==> src/rtl/uart_tx_arbiter_if.sv <==
// Requester-side bus of the UART transmit arbiter.
//   req      : per-requester transmit request, held until the matching ack
//   req_data : byte for requester i at [8i+7:8i], stable while req[i] is high
//   gnt      : one-hot grant, high while the requester's byte is in flight
//   ack      : one-cycle completion pulse to the granted requester
//   err      : one-cycle pulse alongside ack when the UART never went busy
// The requesters use the master modport; the arbiter uses the slave modport.
interface uart_tx_arbiter_if #(
    parameter int unsigned NREQ = 4
);
    logic [NREQ-1:0]   req;
    logic [8*NREQ-1:0] req_data;
    logic [NREQ-1:0]   gnt;
    logic [NREQ-1:0]   ack;
    logic              err;

    modport master (
        output req, req_data,
        input  gnt, ack, err
    );

    modport slave (
        input  req, req_data,
        output gnt, ack, err
    );
endinterface

==> src/rtl/uart_tx_arbiter.sv <==
// Round-robin arbiter that shares one UART transmitter among NREQ requesters.
// One byte is moved per transaction: latch the winner's byte, strobe the
// UART, wait for it to go busy (bounded by BUSY_TIMEOUT), wait for it to go
// idle again, then acknowledge the requester.
//   clk, rst      : clock, asynchronous active-high reset
//   bus           : requester handshake (req/req_data in, gnt/ack/err out)
//   uart_tx_start : one-cycle start strobe to the UART transmitter
//   uart_tx_data  : byte to transmit, 0x00 outside a transaction
//   uart_tx_busy  : busy flag from the UART transmitter
//   sent_cnt      : bytes completed without a busy timeout (wraps)
module uart_tx_arbiter #(
    parameter int unsigned NREQ         = 4,
    parameter int unsigned BUSY_TIMEOUT = 8
) (
    input  logic                clk,
    input  logic                rst,
    uart_tx_arbiter_if.slave    bus,
    output logic                uart_tx_start,
    output logic [7:0]          uart_tx_data,
    input  logic                uart_tx_busy,
    output logic [15:0]         sent_cnt
);

    localparam int unsigned IW = (NREQ > 1) ? $clog2(NREQ) : 1;
    localparam int unsigned CW = $clog2(BUSY_TIMEOUT + 1);

    typedef enum logic [2:0] {
        IDLE      = 3'd0,
        START     = 3'd1,
        WAIT_BUSY = 3'd2,
        WAIT_DONE = 3'd3,
        ACK       = 3'd4
    } state_t;

    state_t          state, state_d;
    logic [IW-1:0]   sel, sel_d;
    logic [IW-1:0]   last_grant, last_grant_d;
    logic [7:0]      byte_q, byte_d;
    logic [CW-1:0]   tcnt, tcnt_d;
    logic            tflag, tflag_d;
    logic [IW-1:0]   win;
    logic            any;

    logic [NREQ-1:0] gnt_d, ack_d;
    logic            err_d, start_d;
    logic [7:0]      data_d;
    logic [15:0]     cnt_d;

    // State and registered outputs; outputs are loaded from the values the
    // next state will present, so every output is a flop.
    always_ff @(posedge clk or posedge rst) begin
        if (rst) begin
            state         <= IDLE;
            sel           <= '0;
            last_grant    <= IW'(NREQ - 1);
            byte_q        <= 8'h00;
            tcnt          <= '0;
            tflag         <= 1'b0;
            bus.gnt       <= '0;
            bus.ack       <= '0;
            bus.err       <= 1'b0;
            uart_tx_start <= 1'b0;
            uart_tx_data  <= 8'h00;
            sent_cnt      <= 16'h0000;
        end else begin
            state         <= state_d;
            sel           <= sel_d;
            last_grant    <= last_grant_d;
            byte_q        <= byte_d;
            tcnt          <= tcnt_d;
            tflag         <= tflag_d;
            bus.gnt       <= gnt_d;
            bus.ack       <= ack_d;
            bus.err       <= err_d;
            uart_tx_start <= start_d;
            uart_tx_data  <= data_d;
            sent_cnt      <= cnt_d;
        end
    end

    // Next-state logic, including the round-robin search from last_grant+1.
    always_comb begin
        int unsigned cand;
        state_d      = state;
        sel_d        = sel;
        last_grant_d = last_grant;
        byte_d       = byte_q;
        tcnt_d       = tcnt;
        tflag_d      = tflag;
        win          = last_grant;
        any          = 1'b0;
        cand         = 0;

        for (int unsigned k = 1; k <= NREQ; k++) begin
            cand = (32'(last_grant) + k) % NREQ;
            if (!any && bus.req[IW'(cand)]) begin
                any = 1'b1;
                win = IW'(cand);
            end
        end

        case (state)
            IDLE: begin
                if (any && !uart_tx_busy) begin
                    state_d = START;
                    sel_d   = win;
                    byte_d  = bus.req_data[{win, 3'b000} +: 8];
                    tcnt_d  = '0;
                    tflag_d = 1'b0;
                end
            end
            START: state_d = WAIT_BUSY;
            WAIT_BUSY: begin
                // Busy wins over a timeout landing on the same cycle.
                if (uart_tx_busy) begin
                    state_d = WAIT_DONE;
                end else if (tcnt == CW'(BUSY_TIMEOUT - 1)) begin
                    tflag_d = 1'b1;
                    state_d = ACK;
                end else begin
                    tcnt_d = tcnt + CW'(1);
                end
            end
            WAIT_DONE: begin
                if (!uart_tx_busy) begin
                    state_d = ACK;
                end
            end
            ACK: begin
                state_d      = IDLE;
                last_grant_d = sel;
            end
            default: state_d = IDLE;
        endcase
    end

    // Output values for the state being entered.
    always_comb begin
        gnt_d   = '0;
        ack_d   = '0;
        err_d   = 1'b0;
        start_d = 1'b0;
        data_d  = 8'h00;
        cnt_d   = sent_cnt;
        case (state_d)
            START: begin
                gnt_d[sel_d] = 1'b1;
                start_d      = 1'b1;
                data_d       = byte_d;
            end
            WAIT_BUSY, WAIT_DONE: begin
                gnt_d[sel_d] = 1'b1;
                data_d       = byte_d;
            end
            ACK: begin
                ack_d[sel_d] = 1'b1;
                err_d        = tflag_d;
                data_d       = byte_d;
                if (!tflag_d) begin
                    cnt_d = sent_cnt + 16'd1;
                end
            end
            default: ;
        endcase
    end

endmodule
==> src/flat_wrapper.sv <==
// flat-port wrapper written by rule: the top's interface ports become plain ports
module uart_tx_arbiter_flat 
#(
    parameter int unsigned NREQ         = 4,
    parameter int unsigned BUSY_TIMEOUT = 8
)
  (clk, rst, uart_tx_start, uart_tx_data, uart_tx_busy, sent_cnt, bus_req, bus_req_data, bus_gnt, bus_ack, bus_err);
  uart_tx_arbiter_if #(.NREQ(NREQ)) bus_i ();
  input  logic clk;
  input  logic rst;
  output logic uart_tx_start;
  output logic [7:0] uart_tx_data;
  input  logic uart_tx_busy;
  output logic [15:0] sent_cnt;
  input wire logic [$bits(bus_i.req)-1:0] bus_req;
  input wire logic [$bits(bus_i.req_data)-1:0] bus_req_data;
  output wire logic [$bits(bus_i.gnt)-1:0] bus_gnt;
  output wire logic [$bits(bus_i.ack)-1:0] bus_ack;
  output wire logic [$bits(bus_i.err)-1:0] bus_err;
  assign bus_i.req = bus_req;
  assign bus_i.req_data = bus_req_data;
  assign bus_gnt = bus_i.gnt;
  assign bus_ack = bus_i.ack;
  assign bus_err = bus_i.err;
  uart_tx_arbiter #(.NREQ(NREQ), .BUSY_TIMEOUT(BUSY_TIMEOUT)) u_core (.clk(clk), .rst(rst), .bus(bus_i), .uart_tx_start(uart_tx_start), .uart_tx_data(uart_tx_data), .uart_tx_busy(uart_tx_busy), .sent_cnt(sent_cnt));
endmodule
==> config.mk <==
export PLATFORM = sky130hd
export DESIGN_NAME = uart_tx_arbiter_flat
export DESIGN_NICKNAME = d
export VERILOG_FILES = /design/src/rtl/uart_tx_arbiter_if.sv /design/src/rtl/uart_tx_arbiter.sv /design/src/flat_wrapper.sv
export SDC_FILE = /design/constraint.sdc
export NUM_CORES = 1
export LEC_CHECK = 0
export ABC_AREA = 1
export BUFFER_PORTS_ARGS = -buffer_cell sky130_fd_sc_hd__buf_2
export CORE_MARGIN = 3
export CORE_UTILIZATION = 54
export DETAILED_ROUTE_END_ITERATION = 6
export PLACE_DENSITY = 0.87
export SYNTH_ARGS = -nofsm -noshare
export SYNTH_HDL_FRONTEND = slang
export SYNTH_SLANG_ARGS = --single-unit
==> constraint.sdc <==
create_clock -name clk -period 2.1 [get_ports clk]
set_input_delay 0.315 -clock clk [delete_from_list [all_inputs] [get_ports clk]]
set_output_delay 0.315 -clock clk [all_outputs]
set_load 0.005 [all_outputs]
==> summary.txt, run 1 <==
Drt
  – Vias/cell: 5.511
  – Via count: 3141
  – DR iter-0 viols: 196
  – DRT Wirelength: 8801 um
  – First drt pass iteration count: 5
  – Remaining DRCs: 0
  – DR WL/cell: 15.44 um
  – Antenna Nets Post-Route: 0

Logic synthesis
  – Post-synthesis cell count: 397
  – Synthesized net count: 438
  – Synth top area share: 0.4202
  – Ys flop type: dfrtp_1
  – EDFF count, synth: 0
  – Asr flop ratio synth: 1.000
  – FF+latch count, synth: 54
  – Top-count cell post-synth: nand2_1
  – Yosys cell types: 31
  – Register area share after synthesis: 0.4372
  – Top cells by count, synth: nand2_1, nand3_1, dfrtp_1
  – Synthesized area: 3097 um^2
  – Ranking of synthesized cells by area: dfrtp_1, nand2_1, nand3_1, inv_1, nor2_1
  – YS warnings: 0
  – Area leader, netlist: dfrtp_1
  – Mean Syn Cell Area: 7.800 um^2

Worst setup path
  – CP endpoint kind: flop
  – CP Max Fanout: 9
  – Worst Path Arrival: 2.33 ns
  – WP data required: 2.30 ns
  – R2R depth: 14
  – WS Path Type: flop to flop
  – CP Launch Type: flop

Pwr
  – IR drop worst, VDD: 842.4 uV
  – Switching share of power: 0.4961
  – Combinational power share: 0.644
  – Cell Pwr Density: roughly 1600 nW/um^2
  – Leak: 2.122 nW
  – P_sw: about 3.2 mW
  – Clock Power Share: 0.093
  – Int Pwr: 3.223 mW
  – Flop pwr share: 0.263

Die
  – Initial Util: 0.5804
  – Core area: 5335 um^2
  – Die H: ~82 um
  – Die ar.: 6679 um^2
  – Die Wd: 81.73 um
  – # rows: 26
  – IO Pins: 73

STA
  – Tmin final: 2.127 ns
  – Setup Viol. Count Final: 7
  – Highest clock rate: 470.2 MHz
  – Final setup margin: -0.02682 ns
  – Setup TNS: -0.08426 ns
  – Least-Margin Pin Slew: between 0.4 and 0.5 ns
  – Slew Viols, Final: 0
  – Crit share post-route: 1.013
  – RSZ-0062 raised after global routing: yes
  – Relative slew slack: 0.6758
  – Worst clock skew: between 0.005 and 0.006 ns
  – Final Hold Violating Endpoints: 0

Clocking
  – Clk buf depth: 2
  – Post-CTS Hold Buffers: 0
  – H-tree levels: 2
  – TritonCTS Sinks: between 50 and 60
  – Clock slew at reported path FFs: about 0.10 ns
  – CTS tree: built
  – Clk root buf: clkbuf_8
  – Worst skew pair latency: a little over 0.3 ns
  – Num CTS Buffers: 5

Outcome
  – Status: complete, but fails checks
  – Failing checks: negative setup slack

Global routing
  – First-pass GRT wire length: 11570 um
  – Largest net degree at the start of global routing: 55
  – Initial antenna violation count: 0
  – Vias in the first global route: 2730
  – GRT Total Usage: 0.2221
  – Remaining global-route overflow: 0

Place
  – Worst slack, placed: 0.01953 ns
  – PortBufs: 72
  – Routability congestion estimate: 0.9027
  – Area after DPL: roughly 3600 um^2
  – HPWL after detailed placement: 5424 um

Finish
  – Nets: 540
  – Area growth syn-to-layout: 31.80%
  – N_diodes: 0
  – Share of layout cells above drive strength 1: 0.3720
  – Post-Layout Inst Area: around 4100 um^2
  – Final core occ: 0.7650

Flow run
  – Number of max-cap violations: 0

Hold path
  – HP Class: input port to asynchronous set/reset pin
==> critical path: stages (launching register included) <==
cell     delay [ns]
dfstp_2        0.62
buf_12         0.13
nand2_1        0.06
nand2_2        0.11
nand2_1        0.10
nand2_4        0.12
nand2_4        0.11
nand2_4        0.14
nand2_8        0.11
nand2_8        0.09
nand2_1        0.10
o21ai_4        0.11
inv_2          0.06
nand2_1        0.10
nor2_1         0.06
==> path summary, 6_finish.rpt <==
check,slack [ns],from,to
worst max-delay path,-0.03,u_core.last_grant[0],u_core.bus.gnt[2]
worst min-delay path,0.04,rst,u_core.sent_cnt[15]
worst max register to register,-0.03,u_core.last_grant[0],u_core.bus.gnt[2]
worst min register to register,0.54,u_core.sent_cnt[15],u_core.sent_cnt[15]
max in group asynchronous,1.78,rst,u_core.last_grant[0]
min in group clk,0.43,uart_tx_busy,u_core.state[0]
==> layout make-up <==
| type | count | area [um^2] |
|---|---|---|
| Timing Repair Buffer | 97 | 619.3 |
| Tap cell | 70 | 87.58 |
| Fill cell | 375 | 1254 |
| Multi-Input combinational cell | 280 | 1673 |
| Clock inverter | 3 | 25.02 |
| Sequential cell | 54 | 1354 |
| Clock buffer | 5 | 68.82 |
| Inverter | 61 | 254.0 |
==> routing by layer <==
layer / global-route usage / part of all wire / wire length [um] / up-vias
met3: 0.03728 / 0.093 / 817 / 40
met1: 0.2571 / 0.37 / 3257 / 1427
met2: 0.4023 / 0.50 / 4419 / 209
met5: 0 / 0 / 0 / -
met4: 0.09468 / 0.035 / 308 / 0
li1: - / - / - / 1465
==> registers in the layout, summed over array words and instances (netlist names) <==
register and count:
u_core.bus.ack 4, u_core.bus.gnt 4, u_core.tcnt 4, u_core.tflag 1
u_core.uart_tx_data 8, u_core.state 3, u_core.bus.err 1, u_core.sel 2
u_core.byte_q 8, u_core.uart_tx_start 1, u_core.last_grant 2, u_core.sent_cnt 16
==> power groups by stage <==
stage	Sequential (mW)	Clock (mW)	Combinational (mW)
CTS	1.67	0.615	3.02
global route	1.72	0.662	4.49
finish	1.68	0.596	4.12
floorplan	1.66	0	2.25
global placement	1.67	0	2.89
detailed placement	1.69	0	3.00
==> placed cells by master (no fill, tap or decap), drive strengths merged <==
master	instances
nand2	120
buf	96
nand3	61
inv	60
dfrtp	52
nor2	29
nor3	12
o21ai	12
or2	10
a21oi	8
xnor2	8
xor2	8
clkbuf	6
nor4	4
nand4	3
clkinv	3
ha	2
dfstp	2
a31oi	1
o41ai	1
o31ai	1
clkinvlp	1
==> cells by family (layout without fill, tap and decap cells) <==
kind of cell / count (synthesis) / count (layout) / share of synthesized area
flip-flops: 54 / 54 / 0.4372
AND/OR/NAND/NOR: 234 / 239 / 0.3628
adder cells (fa/ha/maj): 2 / 2 / 0.008080
buffers and inverters: 68 / 166 / 0.09737
AO/OA/AOI/OAI: 23 / 23 / 0.04930
XOR/XNOR: 16 / 16 / 0.04525
==> timing repair <==
| item | in CTS | in global routing |
|---|---|---|
| resized for setup | 0 | 62 |
| endpoints found under the setup margin | 1 | 26 |
| pin swaps | 1 | 14 |
| buffers inserted | 0 | 15 |
| gates cloned | 0 | 6 |
==> per-stage QoR <==
| stage | std cells | power (mW) | hold slack [ns] |
|---|---|---|---|
| after CTS | 549 | 5.305 | 0.04323 |
| after global routing | 570 | 6.878 | 0.04948 |
| final | 570 | 6.396 | 0.03649 |
| after global placement | 541 | 4.561 | 0.3768 |
| after detailed placement | 541 | 4.691 | 0.3898 |
| after floorplan | 397 | 3.911 | 0.4890 |
No activity file was read; power rests on OpenSTA's default activity.
==> inputs of run 2 (changes only) <==
--- a/config.mk
+++ b/config.mk
@@ -6,11 +6,12 @@
 export NUM_CORES = 1
 export LEC_CHECK = 0
 export ABC_AREA = 1
-export BUFFER_PORTS_ARGS = -buffer_cell sky130_fd_sc_hd__buf_2
+export CAP_MARGIN = 20
 export CORE_MARGIN = 3
-export CORE_UTILIZATION = 54
+export CORE_UTILIZATION = 60
 export DETAILED_ROUTE_END_ITERATION = 6
-export PLACE_DENSITY = 0.87
+export DONT_BUFFER_PORTS = 1
+export PLACE_DENSITY = 0.83
 export SYNTH_ARGS = -nofsm -noshare
 export SYNTH_HDL_FRONTEND = slang
 export SYNTH_SLANG_ARGS = --single-unit
==> run 2 against run 1 <==
  * The run now ends clean
  * Sequential power up 4%
  * Setup slack better by 0.068 ns
  * Critical path depth up 1
  * Total power down 13%
  * Via count down 18%
  * Cell count down 15%
  * Register-to-register slack better by 0.07 ns
  * Die area down 9.3%
  * Maximum frequency up 3.3%
  * Critical endpoint is now u_core.uart_tx_data[5]
==> summary.txt, run 2 (synthesized netlist as in run 1, its figures left out) <==
Pwr
  – Cell Pwr Density: 1603 nW/um^2 (was 1567 nW/um^2)
  – Combinational power share: 0.585 (was 0.644)
  – Leak: 1.720 nW (was 2.122 nW)
  – Int Pwr: 2.878 mW (was 3.223 mW)
  – Final Total Pwr: 5.571 mW (was 6.396 mW)
  – Clock Power Share: 0.103 (was 0.093)
  – Switching share of power: 0.4834 (was 0.4961)
  – Flop pwr share: 0.311 (was 0.263)
  – IR drop worst, VDD: 880.5 uV (was 842.4 uV)
  – P_sw: 2.693 mW (was 3.173 mW)

Drt
  – Antenna Nets Post-Route: 0 (unchanged)
  – DRT Wirelength: 6707 um (was 8801 um)
  – Remaining DRCs: 0 (unchanged)
  – First drt pass iteration count: 4 (was 5)
  – Via count: 2565 (was 3141)
  – DR WL/cell: 13.83 um (was 15.44 um)
  – Vias/cell: 5.289 (was 5.511)
  – DR iter-0 viols: 124 (was 196)

Die
  – Die H: 77.84 um (was 81.73 um)
  – # rows: 25 (was 26)
  – Initial Util: 0.6387 (was 0.5804)
  – Die ar.: 6059 um^2 (was 6679 um^2)
  – IO Pins: 73 (unchanged)
  – Die Wd: 77.84 um (was 81.73 um)
  – Core area: 4848 um^2 (was 5335 um^2)

Place
  – Routability congestion estimate: 0.9449 (was 0.9027)
  – HPWL after detailed placement: 4721 um (was 5424 um)
  – Area after DPL: 3161 um^2 (was 3565 um^2)
  – PortBufs: 0 (was 72)

Worst setup path
  – CP bufs+invs: 2 (unchanged)
  – CP Cell Sequence: buf_6 > nand2_1 > nand2_1 > nand2_1 > nand2_2 > nand2_4 > nand2_4 > nand2_8 > buf_12 > nand3_1 > nand2_1 > nand2_1 > nand3_1 > nand2_2 > nor2_2 (was buf_12 > nand2_1 > nand2_2 > nand2_1 > nand2_4 > nand2_4 > nand2_4 > nand2_8 > nand2_8 > nand2_1 > o21ai_4 > inv_2 > nand2_1 > nor2_1)
  – CP max stage cell: dfstp_2 (unchanged)
  – WP data required: 2.30 ns (about the same)
  – Slowest cell delay on critical path: 0.60 ns (was 0.62 ns)
  – Worst Path Arrival: 2.26 ns (was 2.33 ns)
  – Top Family by Delay on Critical Path: simple AND/OR/NAND/NOR gates (unchanged)
  – CP Max Fanout: 11 (was 9)
  – CP endpoint kind: flop (unchanged)
  – CP dominant cell by count: nand2_1 (unchanged)
  – WS Path Type: flop to flop (unchanged)
  – CP Launch Type: flop (unchanged)

STA
  – Crit share post-route: 0.9805 (was 1.013)
  – Hold slack final: 0.2005 ns (was 0.03649 ns)
  – RSZ-0062 raised after global routing: yes (unchanged)
  – Slew Viols, Final: 0 (unchanged)
  – Final Hold Violating Endpoints: 0 (unchanged)
  – Relative slew slack: 0.5706 (was 0.6758)
  – Setup Viol. Count Final: 0 (was 7)
  – Least-Margin Pin Slew: 0.6432 ns (was 0.4819 ns)
  – Worst clock skew: 0.01007 ns (was 0.005589 ns)
  – Highest clock rate: 485.6 MHz (was 470.2 MHz)
  – Tmin final: 2.059 ns (was 2.127 ns)

Global routing
  – Largest net degree at the start of global routing: 35 (was 55)
  – First-pass GRT wire length: 10570 um (was 11570 um)
  – Initial antenna violation count: 0 (unchanged)
  – GRT Total Usage: 0.2158 (was 0.2221)
  – Vias in the first global route: 2386 (was 2730)
  – Remaining global-route overflow: 0 (unchanged)

Finish
  – Post-Layout Inst Area: 3476 um^2 (was 4081 um^2)
  – Commonest non-fill, non-tap cell in the layout: nand2_1 (unchanged)
  – Most frequent cells in the layout: nand2_1, nand3_1, dfrtp_1 (was nand2_1, buf_2, dfrtp_1)
  – Largest regs: u_core.sent_cnt x16, u_core.byte_q x8, u_core.uart_tx_data x8 (unchanged)
  – Share of layout cells above drive strength 1: 0.2010 (was 0.3720)
  – Largest register FFs: 16 (unchanged)
  – Nets: 458 (was 540)
  – Area growth syn-to-layout: 12.24% (was 31.80%)
  – N_diodes: 0 (unchanged)
  – Most flops, register: u_core.sent_cnt (unchanged)

Clocking
  – Clk root buf: clkbuf_8 (unchanged)
  – CTS tree: built (unchanged)
  – Worst skew pair latency: 0.31 ns (about the same)
  – Num CTS Buffers: 5 (unchanged)
  – TritonCTS Sinks: 54 (unchanged)
  – Clock slew at reported path FFs: 0.10 ns (about the same)
  – H-tree levels: 2 (unchanged)
  – Clk buf depth: 2 (unchanged)

Hold path
  – HP Class: input port to flop (was input port to asynchronous set/reset pin)

Outcome
  – Status: finished clean (was complete, but fails checks)

Flow run
  – Number of max-cap violations: 0 (unchanged)
## run 2: changes by cell type in the layout (fill, tap and decap cells not counted), sizes merged
cell,change
clkinvlp,-1
inv,+1
nand3,-2
clkinv,-1
nand2,-2
buf,-78
dlygate4sd3,+1
## run 2: timing repair
action | 4_1_cts | 5_1_grt
setup buffers | 3 | 8
gates resized for setup | 0 | 28
hold buffers | 1 | 0
gates cloned | 0 | 1
endpoints found under the hold margin | 29 | 0
pin swaps | 1 | 8
endpoints found under the setup margin | 16 | 32
## run 2: power groups by stage
stage / sequential [mW] / clock [mW] / combinational [mW]
floorplan: 1.66 / 0 / 2.25
detailed placement: 1.76 / 0 / 2.63
CTS: 1.73 / 0.601 / 2.69
finish: 1.74 / 0.576 / 3.26
global route: 1.78 / 0.634 / 3.63
global placement: 1.76 / 0 / 2.55
## run 2: area by class of cell
type	count	area [um^2]
clock inverter	2	17.52
tap	67	83.83
timing repair buffer	19	177.7
inverter	61	249.0
clock buffer	6	72.57
fill	381	1373
sequential	54	1354
multi-input combinational	276	1521
## run 2: worst paths after layout
check / cells after the start / start / slack (ns) / to
max: 15 / u_core.last_grant[0] / 0.04 / u_core.uart_tx_data[5]
min reg2reg: 2 / u_core.tflag / 0.55 / u_core.tflag
min in group asynchronous: 2 / rst / 0.54 / u_core.tcnt[2]
min: 2 / uart_tx_busy / 0.20 / u_core.state[0]
max in group asynchronous: 3 / rst / 0.95 / u_core.sent_cnt[7]
max reg2reg: 15 / u_core.last_grant[0] / 0.04 / u_core.uart_tx_data[5]
## run 2: per-layer routing
| layer | track usage | part of all wire | vias to the layer above |
|---|---|---|---|
| met5 | 0 | 0 | - |
| met1 | 0.2720 | 0.43 | 1174 |
| li1 | - | - | 1300 |
| met4 | 0.06584 | 0.0081 | 0 |
| met2 | 0.3647 | 0.49 | 85 |
| met3 | 0.05336 | 0.069 | 6 |
## run 2: per-stage QoR
stage | TNS (ns) | setup slack [ns] | cells | utilization
after CTS | 0 | 0.07156 | 476 | 0.6772
after floorplan | 0 | 0.3022 | 397 | -
after global placement | 0 | 0.05798 | 464 | 0.6519
final | 0 | 0.04089 | 485 | 0.7169
after global routing | -1.509 | -0.09415 | 485 | 0.7169
after detailed placement | -0.09047 | -0.02630 | 464 | 0.6519
